$ cat src/rtl/pe_seq_encoder_if.sv
// Handshake bundle for pe_seq_encoder: request side (req/in_valid/mode) and
// result side (out_idx/out_v/out_valid/out_ready).
interface pe_seq_encoder_if #(
  parameter int N = 8
);
  localparam int W = $clog2(N);

  logic [N-1:0] req;
  logic         in_valid;
  logic         in_ready;
  logic         mode;
  logic [W-1:0] out_idx;
  logic         out_v;
  logic         out_valid;
  logic         out_ready;

  // master: request source plus downstream consumer; slave: the encoder
  modport master (
    output req, in_valid, mode, out_ready,
    input  in_ready, out_idx, out_v, out_valid
  );
  modport slave (
    input  req, in_valid, mode, out_ready,
    output in_ready, out_idx, out_v, out_valid
  );
endinterface

$ cat src/rtl/pe_seq_encoder.sv
// Registered N-to-log2(N) priority encoder behind a valid/ready handshake.
// Optional round-robin priority compiled in with macro PE_RR_EN.
module pe_seq_encoder #(
  parameter int N = 8,
  localparam int W = $clog2(N)
) (
  input  logic            clk,
  input  logic            rst,
  pe_seq_encoder_if.slave bus
);

  logic         out_valid_q, out_valid_d;
  logic [W-1:0] out_idx_q,   out_idx_d;
  logic         out_v_q,     out_v_d;
  logic         in_ready;
  logic         capture;
  logic         any_req;
  logic [W-1:0] fix_idx;
  logic [W-1:0] win_idx;

  assign in_ready = !out_valid_q || bus.out_ready;
  assign capture  = bus.in_valid && in_ready;
  assign any_req  = |bus.req;

  // Fixed priority: ascending scan, so the highest set index is written last.
  always_comb begin
    fix_idx = '0;
    for (int i = 0; i < N; i++)
      if (bus.req[i]) fix_idx = W'(i);
  end

`ifdef PE_RR_EN
  logic [W-1:0] ptr_q, ptr_d;
  logic [W-1:0] hi_idx, lo_idx, rr_idx;
  logic         hi_hit;

  // Round-robin without a modulo: the lowest set bit above ptr wins,
  // otherwise wrap to the lowest set bit at or below ptr.
  always_comb begin
    hi_hit = 1'b0;
    hi_idx = '0;
    lo_idx = '0;
    for (int i = N - 1; i >= 0; i--) begin
      if (bus.req[i]) begin
        if (W'(i) > ptr_q) begin
          hi_hit = 1'b1;
          hi_idx = W'(i);
        end else begin
          lo_idx = W'(i);
        end
      end
    end
    rr_idx  = hi_hit ? hi_idx : lo_idx;
    win_idx = bus.mode ? rr_idx : fix_idx;
  end

  always_comb begin
    ptr_d = ptr_q;
    if (capture && bus.mode && any_req) ptr_d = rr_idx;
  end

  always_ff @(posedge clk) begin
    if (rst) ptr_q <= W'(N - 1);
    else     ptr_q <= ptr_d;
  end
`else
  logic unused_mode;
  assign unused_mode = bus.mode;
  assign win_idx     = fix_idx;
`endif

  // Accept-and-capture in one edge replaces the result; idx/v hold on drain.
  always_comb begin
    out_valid_d = out_valid_q;
    out_idx_d   = out_idx_q;
    out_v_d     = out_v_q;
    if (capture) begin
      out_valid_d = 1'b1;
      out_v_d     = any_req;
      out_idx_d   = any_req ? win_idx : '0;
    end else if (out_valid_q && bus.out_ready) begin
      out_valid_d = 1'b0;
    end
  end

  always_ff @(posedge clk) begin
    if (rst) begin
      out_valid_q <= 1'b0;
      out_idx_q   <= '0;
      out_v_q     <= 1'b0;
    end else begin
      out_valid_q <= out_valid_d;
      out_idx_q   <= out_idx_d;
      out_v_q     <= out_v_d;
    end
  end

  assign bus.in_ready  = in_ready;
  assign bus.out_valid = out_valid_q;
  assign bus.out_idx   = out_idx_q;
  assign bus.out_v     = out_v_q;

endmodule

$ cat src/flat_wrapper.sv
// flat-port wrapper written by rule: the top's interface ports become plain ports
module pe_seq_encoder_flat 
#(
  parameter int N = 8,
  localparam int W = $clog2(N)
)
  (clk, rst, bus_req, bus_in_valid, bus_mode, bus_out_ready, bus_in_ready, bus_out_idx, bus_out_v, bus_out_valid);
  pe_seq_encoder_if #(.N(N)) bus_i ();
  input  logic clk;
  input  logic rst;
  input wire logic [$bits(bus_i.req)-1:0] bus_req;
  input wire logic [$bits(bus_i.in_valid)-1:0] bus_in_valid;
  input wire logic [$bits(bus_i.mode)-1:0] bus_mode;
  input wire logic [$bits(bus_i.out_ready)-1:0] bus_out_ready;
  output wire logic [$bits(bus_i.in_ready)-1:0] bus_in_ready;
  output wire logic [$bits(bus_i.out_idx)-1:0] bus_out_idx;
  output wire logic [$bits(bus_i.out_v)-1:0] bus_out_v;
  output wire logic [$bits(bus_i.out_valid)-1:0] bus_out_valid;
  assign bus_i.req = bus_req;
  assign bus_i.in_valid = bus_in_valid;
  assign bus_i.mode = bus_mode;
  assign bus_i.out_ready = bus_out_ready;
  assign bus_in_ready = bus_i.in_ready;
  assign bus_out_idx = bus_i.out_idx;
  assign bus_out_v = bus_i.out_v;
  assign bus_out_valid = bus_i.out_valid;
  pe_seq_encoder #(.N(N)) u_core (.clk(clk), .rst(rst), .bus(bus_i));
endmodule
$ cat config.mk
export PLATFORM = sky130hd
export DESIGN_NAME = pe_seq_encoder_flat
export DESIGN_NICKNAME = d
export VERILOG_FILES = /design/src/rtl/pe_seq_encoder_if.sv /design/src/rtl/pe_seq_encoder.sv /design/src/flat_wrapper.sv
export SDC_FILE = /design/constraint.sdc
export NUM_CORES = 1
export LEC_CHECK = 0
export ABC_CLOCK_PERIOD_IN_PS = 1200
export CORE_AREA = 2 2 39 41
export DETAILED_ROUTE_END_ITERATION = 8
export DIE_AREA = 0 0 41 43
export PLACE_DENSITY = 0.52
export SYNTH_ARGS = -nofsm -noshare
export SYNTH_HDL_FRONTEND = slang
export SYNTH_SLANG_ARGS = --single-unit
$ cat constraint.sdc
create_clock -name clk -period 1.2 [get_ports clk]
set_input_delay 0.18 -clock clk [delete_from_list [all_inputs] [get_ports clk]]
set_output_delay 0.18 -clock clk [all_outputs]
set_load 0.02 [all_outputs]
# ---- Word-level counts from Yosys, hierarchy flattened
# Cells that the tools add are included.
dict set report op_classes {
  reduce_logical 6
  muxes 10
}
# cell n
set ops {}
lappend ops {{3-bit two-way mux} 5}
lappend ops {{8-bit OR reduction} 1}
lappend ops {{2-bit two-way mux} 2}
lappend ops {{1-bit two-way mux} 3}
lappend ops {{1-bit logical AND} 2}
lappend ops {{2-bit nonzero test} 1}
lappend ops {{1-bit zero test} 1}
lappend ops {{1-bit logical OR} 1}
dict set report word_totals {
  word_cells 19
  in_bits 13
  reg_bits 5
}

# ---- Longest topological paths before layout
dict set report logic_depth {
  word_depth 8
  ltp_mapped 4
}

# ---- Worst setup path before layout
# OpenSTA, ideal clock, no wires.
dict set report synth_timing {
  kind {register to register}
  from {reg u_core.out_valid_q (netlist: u_core.bus.out_valid)}
  to {reg u_core.out_idx_q[0] (netlist: u_core.bus.out_idx[0])}
  setup_ns 0.117
  t_required_ns 1.083
  path_stages_with_launch 5
  path_buffers 0
  slack_ns -0.012
  t_arrival_ns 1.095
  path_cell_list {dfxtp_1 > nand2b_1 > nand2_1 > nor2_1 > a32o_1}
}
dict set report synth_via {
  elab_chain_cells 3
}
# item line_no
set synth_rtl {}
lappend synth_rtl {{from (decl)} pe_seq_encoder.sv:12} ;# logic out_valid_q, out_valid_d;
lappend synth_rtl {{from (signal assigned)} pe_seq_encoder.sv:92} ;# out_valid_q <= out_valid_d;
lappend synth_rtl {{1-bit zero test} pe_seq_encoder.sv:21} ;# assign in_ready = !out_valid_q || bus.out_ready;
lappend synth_rtl {{1-bit logical OR} pe_seq_encoder.sv:21}
lappend synth_rtl {{via bus_in_ready} flat_wrapper.sv:15} ;# output wire logic [$bits(bus_i.in_ready)-1:0] bus_in_ready;
lappend synth_rtl {{1-bit logical AND} pe_seq_encoder.sv:22} ;# assign capture = bus.in_valid && in_ready;
lappend synth_rtl {{to (signal assigned)} pe_seq_encoder.sv:93} ;# out_idx_q <= out_idx_d;
lappend synth_rtl {{to (decl)} pe_seq_encoder.sv:13} ;# logic [W-1:0] out_idx_q, out_idx_d;
# The timed path passes the listed nets, and every way through them passes these cells.
# A chain may end at the register's enable or synchronous reset.

# ---- Worst setup path in the final report
dict set report layout_timing {
  from {in bus_req[4]}
  to {reg u_core.out_idx_q[0] (netlist: u_core.bus.out_idx[0])}
}
dict set report layout_via {
  elab_chain_cells 5
  word_cells_on_any_way 6
}
# item line_no
set layout_rtl {}
lappend layout_rtl {{from (decl)} flat_wrapper.sv:11} ;# input wire logic [$bits(bus_i.req)-1:0] bus_req;
lappend layout_rtl {{3-bit two-way mux (4 in series)} pe_seq_encoder.sv:29} ;# if (bus.req[i]) fix_idx = W'(i);
lappend layout_rtl {{3-bit two-way mux (*)} pe_seq_encoder.sv:80} ;# out_idx_d = any_req ? win_idx : '0;
# Mark *: on every way between the ends. The rest lies on a longest branch, timed or not.

==> results.sh <==
export IMPL_floorplan_die_area_sq_mm=0.00176
export IMPL_worst_ir_drop_vdd_mv=0.407
export IMPL_num_nets_final=73
export IMPL_power_internal_mw=0.381
export IMPL_post_cts_hold_buffer_count=0
export IMPL_power_leakage_nw=0.237
export IMPL_n_antenna_cell=0
export IMPL_x_dimension_of_the_die_um=41
export IMPL_rows=14
export IMPL_grt_antenna_before_repair=0
export IMPL_power_density_mw_per_mm2=982
export IMPL_initial_util=0.183
export IMPL_detailroute_via_count=316
export IMPL_timing_slew_headroom=0.828
export IMPL_routed_wire_length_per_instance_um=8.41
export IMPL_fillerInstances=147
export IMPL_multiInputGateArea_sq_um=153
export IMPL_tritoncts="yes"
export IMPL_grt_first_pass_wirelength_um=917
export IMPL_critical_path_class="in2reg"
export IMPL_layout_common_cells="10 x sky130_fd_sc_hd__clkdlybuf4s50_1, 7 x sky130_fd_sc_hd__nor2_1, 7 x sky130_fd_sc_hd__buf_4"
export IMPL_finalWirelength_um=631
export IMPL_first_iter_violations=7
export IMPL_regArea_sq_um=100
export IMPL_min_period_over_period=0.992
export IMPL_postRouteAntennaNets=0
export IMPL_end_kind="register"
export IMPL_gp_congestion=0.654
export IMPL_timing_critical_path_cells="clkdlybuf4s50_1 > nor4_4 > nand3_2 > a32o_1"
export IMPL_status="completed"
export IMPL_yosys_register_bits=5
export IMPL_synth_area_sq_um=253
export IMPL_cts_sink_count=5
export IMPL_htree_levels=1
export IMPL_dp_cells=70
export IMPL_period_needed_ps=1190
export IMPL_detailedPlacementHpwl_um=499
export IMPL_globalRouteOverflowTotal=0
export IMPL_required_ps=1330
export IMPL_switchingPower_mw=0.134
export IMPL_synth_warning_count=0
export IMPL_post_route_util=0.379
export IMPL_post_drt_via_cell_ratio=4.21
export IMPL_tritoncts_num_buffers=3
export IMPL_share_seq_of_total_power=0.360
export IMPL_critical_path_max_stage_delay_ps=460
export IMPL_synth_sequential_area_ratio=0.396
export IMPL_layout_drive_gt1_share=0.271
export IMPL_dr_pass1_iters=4
export IMPL_cts_root_buffer_cell="sky130_fd_sc_hd__clkbuf_4"
export IMPL_syn_to_final_growth_pct=107
export IMPL_setup_violation_total_in_the_final_timing_report=0
export IMPL_synth_top_cell_area_share=0.396
export IMPL_later_pin_clock_latency_in_the_skew_report_ps=240
export IMPL_synthTopCellsByArea="sky130_fd_sc_hd__dfxtp_1 40%, sky130_fd_sc_hd__nor2_1 10%, sky130_fd_sc_hd__nor4_4 8.4%"
export IMPL_fmax_ghz=0.840
export IMPL_synthDistinctLibCells=15
export IMPL_critical_path_fanouts_max=2
export IMPL_power_combinational_fraction=0.266
export IMPL_slowest_cell_on_the_critical_path="sky130_fd_sc_hd__clkdlybuf4s50_1"
export IMPL_critPathArrivalTime_ps=1320
export IMPL_report_final_hold_viol_count=0
export IMPL_cts_buffer_depth=2
export IMPL_final_cells=75
export IMPL_maxCapViolCount=0
export IMPL_syn_inst=31
export IMPL_syn_nets=44
export IMPL_worstMarginPinSlew_ps=256
export IMPL_layout_cells_most_common="sky130_fd_sc_hd__clkdlybuf4s50_1"
export IMPL_grt_pass1_vias=261
export IMPL_port_buffer_count=17
export IMPL_timing_critical_path_max_delay_family="buffers and inverters"
export IMPL_p_total_mw=0.515
export IMPL_die_h_um=43
export IMPL_power_share_clock=0.374
export IMPL_syn_avg_cell_area_sq_um=8.15
export IMPL_clock_transition_time_at_the_flip_flop_clock_pins_of_the_worst_setup_and_hold_paths_ps=50
export IMPL_drcViolationCount=0
export IMPL_pin_count_of_the_biggest_net_entering_global_routing=5
export IMPL_max_transition_viols_final=0
export IMPL_synth_largest_area_cell="sky130_fd_sc_hd__dfxtp_1"
export IMPL_io_pins=19
export IMPL_worstSetupStartpointType="primary input"
export IMPL_critical_path_buf_inv_count=1
export IMPL_grt_setup_unrepaired="true"
export IMPL_area_of_the_placeable_core_sq_mm=0.00138
export IMPL_worst_clock_skew_ps=5.48
export IMPL_hold_worst_slack_ps=422
export IMPL_hold_path_class="in2reg"
export IMPL_grt_usage=0.0792
export IMPL_switching_share=0.261
[cells in the mapped netlist]
library cell,instances
sky130_fd_sc_hd__inv_1,3
sky130_fd_sc_hd__nor4_4,1
sky130_fd_sc_hd__nor3_1,3
sky130_fd_sc_hd__nand2b_1,1
sky130_fd_sc_hd__nand2_1,1
sky130_fd_sc_hd__nand3_2,1
sky130_fd_sc_hd__nor2_1,7
sky130_fd_sc_hd__and2_1,1
sky130_fd_sc_hd__nor4_1,1
sky130_fd_sc_hd__o31ai_1,1
sky130_fd_sc_hd__dfxtp_1,5
sky130_fd_sc_hd__a211oi_1,1
sky130_fd_sc_hd__a21oi_1,3
sky130_fd_sc_hd__a32o_1,1
sky130_fd_sc_hd__nor2b_1,1
[worst register-to-register path, stage by stage (launching register included)]
cell and delay (ps):
sky130_fd_sc_hd__dfxtp_1 330, sky130_fd_sc_hd__nand2b_2 60, sky130_fd_sc_hd__buf_4 140, sky130_fd_sc_hd__nand2_2 90, sky130_fd_sc_hd__nor2_1 50, sky130_fd_sc_hd__a32o_1 250
[what timing repair did]
action | CTS | global route
cloned | 0 | 0
endpoints found under the setup margin | 6 | 3
gates resized for setup | 8 | 4
buffers inserted | 0 | 1
pin swaps | 0 | 1
[worst paths after layout]
check,startpoint,end,slack [ps],cells past startpoint
min reg2reg,u_core.bus.out_idx[1],u_core.bus.out_idx[1],490,2
max reg2reg,u_core.bus.out_valid,u_core.bus.out_idx[0],170,5
min,bus_req[6],u_core.bus.out_idx[1],420,3
max,bus_req[4],u_core.bus.out_idx[0],10,4
[metal layers]
metal	GRT usage	wire [um]
met1	0.0897	254
met2	0.109	296
met3	0.0366	79
met4	0.0600	0
met5	0	0
[cell families (layout without fill, tap and decap cells)]
family | Yosys count | after routing | synth area share
AND/OR/NAND/NOR | 17 | 17 | 0.401
AO/OA/AOI/OAI | 6 | 6 | 0.158
buffers and inverters | 3 | 31 | 0.0446
flip-flops | 5 | 5 | 0.396
[flip-flops by register name (all words and copies together), names as in the netlist]
register / count
u_core.bus.out_valid: 1
u_core.bus.out_idx: 3
u_core.bus.out_v: 1
[power groups by stage]
stage	Sequential (mW)	Clock, mW	Combinational (mW)
after detailed placement	0.190	0	0.144
final	0.185	0.193	0.137
after CTS	0.186	0.200	0.135
after global placement	0.189	0	0.144
after global routing	0.188	0.214	0.148
after floorplan	0.206	0	0.0348
[metrics by stage]
stage | instance area (sq um) | setup TNS, ps | setup slack [ps]
4_1_cts | 512 | 0 | 6.48
3_3_place_gp | 490 | -1090 | -304
2_1_floorplan | 255 | 0 | 65.7
3_5_place_dp | 490 | -1060 | -306
6_report | 524 | 0 | 9.59
5_1_grt | 524 | -51.6 | -38.9
[final cells by class]
type / instances / share of cell area
well taps: 16 / 0.0382
flip-flops and latches: 5 / 0.191
repair buffers: 24 / 0.408
inverters: 3 / 0.0215
multi-input cells: 23 / 0.291
clock buffers: 4 / 0.0501
Power figures use the tool's default switching activity.
